===== src/rtl/btn_debounce.sv =====
// btn_debounce: synchronises, debounces and event-codes NUM_BTN push-buttons.
// Each channel emits a registered level plus one-cycle press/release strobes.
// Define BTN_LONGPRESS_EN to build the per-channel long-press timer; without
// it btn_long is tied to 0 and no long counters exist.
module btn_debounce #(
    parameter int unsigned NUM_BTN       = 4,
    parameter int unsigned PRESCALE_BITS = 16,
    parameter int unsigned STABLE_TICKS  = 8,
    parameter int unsigned LONG_TICKS    = 512
) (
    input  logic               clk,
    input  logic               rst_n,
    input  logic [NUM_BTN-1:0] btn_raw,
    output logic [NUM_BTN-1:0] btn_level,
    output logic [NUM_BTN-1:0] btn_press,
    output logic [NUM_BTN-1:0] btn_release,
    output logic [NUM_BTN-1:0] btn_long
);

    localparam int unsigned      CNT_W    = $clog2(STABLE_TICKS);
    localparam logic [CNT_W-1:0] CNT_LAST = CNT_W'(STABLE_TICKS - 1);

    typedef enum logic [1:0] {
        S_IDLE,
        S_CONF_P,
        S_PRESSED,
        S_CONF_R
    } state_t;

    if (STABLE_TICKS < 2 || LONG_TICKS < 2) begin : g_param_check
        $error("btn_debounce: STABLE_TICKS and LONG_TICKS must be >= 2");
    end

    logic [NUM_BTN-1:0]       r_sync1;
    logic [NUM_BTN-1:0]       r_sync2;
    logic [PRESCALE_BITS-1:0] r_presc;
    logic                     w_tick;

    // Two-flop synchroniser bringing the pad inputs into the clk domain
    always_ff @(posedge clk or negedge rst_n) begin
        if (!rst_n) begin
            r_sync1 <= '0;
            r_sync2 <= '0;
        end else begin
            r_sync1 <= btn_raw;
            r_sync2 <= r_sync1;
        end
    end

    // Free-running prescaler shared by all channels
    always_ff @(posedge clk or negedge rst_n) begin
        if (!rst_n) begin
            r_presc <= '0;
        end else begin
            r_presc <= r_presc + 1'b1;
        end
    end

    assign w_tick = &r_presc;

    for (genvar g = 0; g < int'(NUM_BTN); g++) begin : g_ch
        state_t           r_state;
        logic [CNT_W-1:0] r_cnt;
        logic             r_level;
        logic             r_press;
        logic             r_release;

        // Confirm FSM: a level change is accepted after STABLE_TICKS ticks without bounce
        always_ff @(posedge clk or negedge rst_n) begin
            if (!rst_n) begin
                r_state   <= S_IDLE;
                r_cnt     <= '0;
                r_level   <= 1'b0;
                r_press   <= 1'b0;
                r_release <= 1'b0;
            end else begin
                r_press   <= 1'b0;
                r_release <= 1'b0;
                case (r_state)
                    S_IDLE: begin
                        if (r_sync2[g]) begin
                            r_state <= S_CONF_P;
                            r_cnt   <= '0;
                        end
                    end
                    S_CONF_P: begin
                        if (!r_sync2[g]) begin
                            r_state <= S_IDLE;
                        end else if (w_tick) begin
                            if (r_cnt == CNT_LAST) begin
                                r_state <= S_PRESSED;
                                r_level <= 1'b1;
                                r_press <= 1'b1;
                            end else begin
                                r_cnt <= r_cnt + 1'b1;
                            end
                        end
                    end
                    S_PRESSED: begin
                        if (!r_sync2[g]) begin
                            r_state <= S_CONF_R;
                            r_cnt   <= '0;
                        end
                    end
                    S_CONF_R: begin
                        if (r_sync2[g]) begin
                            r_state <= S_PRESSED;
                        end else if (w_tick) begin
                            if (r_cnt == CNT_LAST) begin
                                r_state   <= S_IDLE;
                                r_level   <= 1'b0;
                                r_release <= 1'b1;
                            end else begin
                                r_cnt <= r_cnt + 1'b1;
                            end
                        end
                    end
                    default: begin
                        r_state <= S_IDLE;
                        r_level <= 1'b0;
                    end
                endcase
            end
        end

        assign btn_level[g]   = r_level;
        assign btn_press[g]   = r_press;
        assign btn_release[g] = r_release;

`ifdef BTN_LONGPRESS_EN
        localparam int unsigned       LONG_W    = $clog2(LONG_TICKS);
        localparam logic [LONG_W-1:0] LONG_LAST = LONG_W'(LONG_TICKS - 1);
        localparam logic [LONG_W-1:0] LONG_PRE  = LONG_W'(LONG_TICKS - 2);

        logic [LONG_W-1:0] r_long_cnt;
        logic              r_long;

        // Long-press timer: held at 0 while released, so it starts from 0 on every
        // new press; a CONF_R bounce keeps the count. Saturates after firing once.
        always_ff @(posedge clk or negedge rst_n) begin
            if (!rst_n) begin
                r_long_cnt <= '0;
                r_long     <= 1'b0;
            end else begin
                r_long <= 1'b0;
                if (r_state == S_IDLE || r_state == S_CONF_P) begin
                    r_long_cnt <= '0;
                end else if (w_tick && r_long_cnt != LONG_LAST) begin
                    r_long_cnt <= r_long_cnt + 1'b1;
                    r_long     <= (r_long_cnt == LONG_PRE);
                end
            end
        end

        assign btn_long[g] = r_long;
`else
        assign btn_long[g] = 1'b0;
`endif
    end

endmodule

===== config.mk =====
export PLATFORM = sky130hd
export DESIGN_NAME = btn_debounce
export DESIGN_NICKNAME = d
export VERILOG_FILES = /design/src/rtl/btn_debounce.sv
export SDC_FILE = /design/constraint.sdc
export NUM_CORES = 1
export LEC_CHECK = 0
export ABC_AREA = 1
export CELL_PAD_IN_SITES_DETAIL_PLACEMENT = 0
export CELL_PAD_IN_SITES_GLOBAL_PLACEMENT = 1
export CORE_ASPECT_RATIO = 0.7
export CORE_MARGIN = 3
export CORE_UTILIZATION = 35
export DETAILED_ROUTE_END_ITERATION = 10
export PLACE_DENSITY_LB_ADDON = 0.1
export SLEW_MARGIN = 20
export SYNTH_ARGS = -nofsm -noshare
export SYNTH_HDL_FRONTEND = slang
export SYNTH_SLANG_ARGS = --single-unit

===== constraint.sdc =====
create_clock -name clk -period 2.7 [get_ports clk]
set_clock_uncertainty 0.2 [all_clocks]
set_input_delay 0.27 -clock clk [delete_from_list [all_inputs] [get_ports clk]]
set_output_delay 0.27 -clock clk [all_outputs]
set_load 0.05 [all_outputs]

==> results of run 1 <==
[logic make-up (layout without fill, tap and decap cells)]
group                    after synthesis  count (layout)  synth area share
flip-flops                            56              56             0.545
AO/OA/AOI/OAI                         13              13            0.0268
AND/OR/NAND/NOR                      126             126             0.227
XOR/XNOR                              14              14            0.0477
adder cells (fa/ha/maj)                9               9            0.0438
other                                  1               4           0.00146
buffers and inverters                 53              61             0.108
[layer usage]
metal,GRT usage,routed length (µm),up-vias
met4,0.0378,46,0
met2,0.157,1570,26
met3,0.0366,181,4
met1,0.160,2240,753
li1,-,-,852
met5,0,0,-
[what timing repair did]
action,in CTS,in global routing
hold buffers,1,0
resized for setup,0,0
hold endpoints to repair,29,0
[cell type report]
type | instances | area, µm² | share of cell area
clock buffers | 6 | 72.6 | 0.0257
clock inverters | 1 | 5.00 | 0.00177
inverters | 35 | 131 | 0.0465
multi-input cells | 166 | 903 | 0.320
flip-flops and latches | 56 | 1400 | 0.496
well taps | 94 | 118 | 0.0416
repair buffers | 19 | 195 | 0.0691
[sequential cells by signal (all words and copies together), names as in the netlist, named ones only]
register	flops
g_ch.r_release	4
g_ch.r_press	4
r_sync2	4
g_ch.r_state	4
r_presc	16
g_ch.r_level	4
g_ch.r_cnt	12
r_sync1	4
[stage by stage]
step	util	instances	worst slack [ns]	cell area (µm²)	power, mW
3_5_place_dp	0.394	369	0.773	2740	0.929
5_1_grt	0.407	377	0.580	2830	1.42
3_3_place_gp	0.394	369	0.806	2740	0.929
2_1_floorplan	-	275	1.08	2580	0.900
6_report	0.407	377	0.771	2830	1.35
4_1_cts	0.407	377	0.754	2830	1.38
[placed cells by master, fill, tap and decap left out, types with 7 or more instances in the layout]
master and count:
ha_1 9, nand2_1 70, nand4_1 14, dfrtp_1 56
inv_1 34, clkdlybuf4s50_1 16, xor2_1 7, xnor2_1 7
nor2_1 24
[power by group]
| part | switching (mW) | leakage [nW] | internal [mW] |
|---|---|---|---|
| Combinational | 0.0426 | 0.759 | 0.0141 |
| Sequential | 0.00754 | 0.740 | 0.847 |
| Clock | 0.258 | 0.0410 | 0.177 |
| Total | 0.308 | 1.54 | 1.04 |
[worst min-delay path by stage]
stage | start | endpoint
2_1_floorplan | rst_n | async pin
3_3_place_gp | r_sync1[3] | r_sync2[3]
3_5_place_dp | r_sync1[1] | r_sync2[1]
4_1_cts | r_sync1[1] | r_sync2[1]
5_1_grt | r_sync1[0] | r_sync2[0]
6_report | r_sync1[1] | r_sync2[1]
==> flow_metrics.py, run 1 <==
metrics = {
    "outcome": {
        "run_status": "finished, final reports clean",
    },
    "placed_design": {
        "port_buffers": 17,
        "hpwlAfterDp_mm": 2.83,
        "routabilityCongestion": 0.772,
    },
    "timing": {
        "setup_violations": 0,
        "finalSetupTns_ns": 0,
        "worst_pin_slew_ns": 0.686,
        "period_needed_ns": 1.93,
        "finalHoldViolations": 0,
        "grt_setup_unrepaired": "false",
        "maxSlewHeadroom": 0.542,
        "max_freq_mhz": 518,
        "fin_crit_sh": 0.715,
        "whs_ns": 0.154,
        "slew_violations": 0,
    },
    "worst_setup_path": {
        "cp-startpoint": "g_ch[2].r_level",
        "worst_ep_required_time_ns": 2.23,
        "arrival_ns": 1.46,
        "path_delay_family": "buffers and inverters",
        "rr_worst_depth": 8,
        "endpoint": "btn_level[2]",
        "r2r_setup_slack_ns": 0.78,
        "r2r_start": "r_presc[0]",
        "cp.depth": 1,
        "cp_cell_sequence": "clkdlybuf4s50_1",
        "crit_path_top_delay_cell": "clkdlybuf4s50_1",
        "cp_max_fo": 2,
        "crit_buf_inv": 1,
        "crit_path_end_kind": "output pin",
        "critPathKind": "flop to output pin",
        "crit_path_start_kind": "flop",
        "critPathMaxStageDelay_ns": 0.80,
    },
    "clock_network": {
        "ctsHtreeMaxLevel": 2,
        "cts.path.max_buffers": 2,
        "cts_tree": "built",
        "path_clk_slew_ns": 0.09,
        "cts_setup_buffers": 0,
        "clock-sinks": 56,
        "cts_root_buf": "clkbuf_8",
        "cts_made_buffers": 5,
        "clk_latency_ns": 0.30,
    },
    "cells_and_area": {
        "antenna_cells": 0,
        "syn2layout_area_growth_pct": 9.93,
        "layout-drive-gt1-share": 0.0671,
        "num-fill-cells": 710,
        "nets": 298,
    },
    "yosys": {
        "synth_cell_types": 25,
        "syn_avg_cell_area_um2": 9.45,
        "netlist_top_cells_count": "nand2_1, dfrtp_1, inv_1",
        "ys_ff_latch": 56,
        "synth_top_area_share": 0.545,
        "yosys.area.top_type": "dfrtp_1",
        "ys_seq_area_frac": 0.545,
        "ys_top_cells_by_area": "dfrtp_1, nand2_1, inv_1",
        "synth_edf_count": 0,
        "netlist_instances": 272,
        "yosysMostFrequentCell": "nand2_1",
        "async_flop_share": 1.00,
        "synth.cell_area_um2": 2570,
        "synth_ff_type": "dfrtp_1",
        "yosys_warnings": 0,
    },
    "floorplanning": {
        "start_util": 0.370,
        "rows": 25,
        "dieArea_um2": 8430,
        "core_area_um2": 6940,
        "fp.dieW_um": 108,
        "ioPinCount": 22,
        "die_h_um": 77.7,
    },
    "drt": {
        "drc_errors": 0,
        "detail_route.wl_per_cell_um": 10.7,
        "drt_iter0_markers": 111,
        "antenna_left": 0,
        "finalWirelength_mm": 4.04,
        "first_pass_iters": 4,
        "vias_per_cell": 4.34,
        "vias": 1635,
    },
    "hold_path": {
        "hold_depth": 0,
        "hp-class": "flop to flop",
    },
    "power_and_ir_drop": {
        "ir_worst_vdd_mv": 0.200,
        "power.density_nw_per_um2": 476,
        "p_leak_nw": 1.54,
    },
    "global_routing": {
        "grt_pass1_wl_mm": 7.40,
        "antenna_found_initial": 0,
        "grt_pass1_vias": 1618,
        "overflow": 0,
        "grt_max_degree": 31,
        "grt_usage": 0.111,
    },
    "job": {
        "drv_cap": 0,
    },
}
(Power assumes the default switching activity.)
==> run 2, diff against run 1 <==
- clock period: 2.7 -> 1.84 ns (I/O delays scaled with it)
==> run 2 against run 1 <==
  * Wire length is 5.8% higher
  * Via count rose by 3.5%
  * Critical path type is now flop to flop
  * Sequential power up 46%
  * Sequential share of layout area fell by 2.6 points
  * Clock-buffer cell count grew 1
  * Core utilization increased by 2.2 points
  * Worst setup slack worse by 0.67 ns
  * Highest routed layer unchanged
  * Combinational power increased by 57%
  * Register-to-register slack worse by 0.68 ns
==> flow_metrics.py, run 2 (synthesized netlist as in run 1, its figures left out) <==
metrics = {
    "clock_network": {
        "cts_root_buf": "clkbuf_8",
        "ctsHtreeMaxLevel": 2,
        "clk_latency_ns": 0.30,
        "cts.path.max_buffers": 2,
        "cts_tree": "built",
        "path_clk_slew_ns": 0.09,
        "cts_made_buffers": 5,
        "clock-sinks": 56,
    },
    "hold_path": {
        "hp-class": "input pin to flop",
    },
    "power_and_ir_drop": {
        "ir_worst_vdd_mv": 0.380,
        "p_leak_nw": 1.67,
        "power.total_mw": 2.20,
        "power.density_nw_per_um2": 737,
    },
    "global_routing": {
        "grt_pass1_vias": 1624,
        "grt_max_degree": 42,
        "grt_pass1_wl_mm": 7.50,
        "grt_usage": 0.113,
        "overflow": 0,
        "antenna_found_initial": 0,
    },
    "floorplanning": {
        "die_h_um": 77.7,
        "core_area_um2": 6940,
        "fp.dieW_um": 108,
        "rows": 25,
        "ioPinCount": 22,
        "dieArea_um2": 8430,
        "start_util": 0.370,
    },
    "job": {
        "drv_cap": 0,
    },
    "worst_setup_path": {
        "critPathKind": "flop to flop",
        "crit_path_start_kind": "flop",
        "worst_ep_required_time_ns": 1.83,
        "crit_path_end_kind": "flop",
        "arrival_ns": 1.72,
        "cp_max_fo": 11,
    },
    "outcome": {
        "run_status": "finished, final reports clean",
    },
    "drt": {
        "detail_route.wl_per_cell_um": 10.9,
        "vias_per_cell": 4.32,
        "drt_iter0_markers": 94,
        "finalWirelength_mm": 4.27,
        "vias": 1693,
        "drc_errors": 0,
        "first_pass_iters": 4,
        "antenna_left": 0,
    },
    "cells_and_area": {
        "layout-drive-gt1-share": 0.174,
        "antenna_cells": 0,
        "syn2layout_area_growth_pct": 15.9,
        "num-fill-cells": 702,
        "layout_common_cells": "nand2_1, dfrtp_1, inv_1",
        "reg_top3": "r_presc x16, g_ch.r_cnt x12",
        "nets": 312,
        "layout_commonest_cell": "nand2_1",
        "largest-register": "r_presc",
        "final_area_um2": 2980,
        "largest_reg_flops": 16,
    },
    "placed_design": {
        "port_buffers": 17,
        "placed_cell_area_um2": 2770,
        "hpwlAfterDp_mm": 2.91,
        "routabilityCongestion": 0.715,
        "post-place-ws_ns": -0.00535,
    },
    "timing": {
        "finalWorstSetupSlack_ns": 0.105,
        "setup_violations": 0,
        "fin_crit_sh": 0.943,
        "finalHoldViolations": 0,
        "finalSetupTns_ns": 0,
        "period_needed_ns": 1.74,
        "slew_violations": 0,
        "max_freq_mhz": 576,
        "grt_setup_unrepaired": "true",
    },
}
-- run 2: changes by cell type in the layout (fill, tap and decap cells not counted), sizes merged --
cell	before	now
buf	2	26
bufinv	0	1
clkbuf	6	7
clkdlybuf4s50	16	4
clkinv	1	0
nor2	27	29
-- run 2: through the flow --
| step | util | std cells | hold WS (ns) |
|---|---|---|---|
| global placement | 0.399 | 377 | -0.0681 |
| finish | 0.429 | 392 | 0.113 |
| global route | 0.429 | 392 | 0.0911 |
| detailed placement | 0.399 | 377 | -0.0710 |
| CTS | 0.420 | 387 | 0.0985 |
| floorplan | - | 275 | -0.312 |
-- run 2: worst max-delay path: stages (launching register included) --
cell and delay, ns:
dfrtp_1 0.36, ha_2 0.20, nand2_2 0.07, nor2_4 0.14, nand2_4 0.13, nor2_4 0.28, buf_4 0.18, a21oi_1 0.05
-- run 2: layout make-up --
cell class	instances	area, µm²	share of cell area
sequential	56	1400	0.470
tap	94	118	0.0395
clock inverter	1	30.0	0.0101
inverter	35	131	0.0441
clock buffer	7	96.3	0.0323
timing repair buffer	31	259	0.0869
multi-input combinational	168	945	0.317
-- run 2: repair_timing --
item,CTS,global route
setup endpoints to repair,2,14
hold endpoints to repair,56,0
pin swaps,1,6
resized for setup,0,10
hold buffers,1,0
setup buffers,0,4
gates cloned,1,1
-- run 2: per-layer routing --
metal	wire, µm	vias to the layer above	GRT usage
met5	0	-	0
met2	1670	26	0.157
met4	37	0	0.0303
met1	2380	777	0.170
li1	-	885	-
met3	182	5	0.0333
-- run 2: power breakdown --
part	switching, mW	total, mW	internal [mW]
sequential	0.0108	1.25	1.24
combinational	0.0628	0.0892	0.0265
clock	0.373	0.854	0.480
-- run 2: worst paths after layout --
check / startpoint / to / slack [ns] / cells after the start
max: r_presc[1] / g_ch[0].r_state[0] / 0.10 / 7
min reg2reg: r_sync1[0] / r_sync2[0] / 0.16 / 0
min: btn_raw[0] / r_sync1[0] / 0.11 / 1
max reg2reg: r_presc[1] / g_ch[0].r_state[0] / 0.10 / 7
max in group asynchronous: rst_n / g_ch[1].r_press / 0.78 / 3
min in group asynchronous: rst_n / g_ch[2].r_press / 0.12 / 2
==> run 3, diff against run 2 <==
- HOLD_SLACK_MARGIN: not set -> 0.06
==> results of run 3 <==
No change in the layout: final DEF, timing and power equal those of run 2.
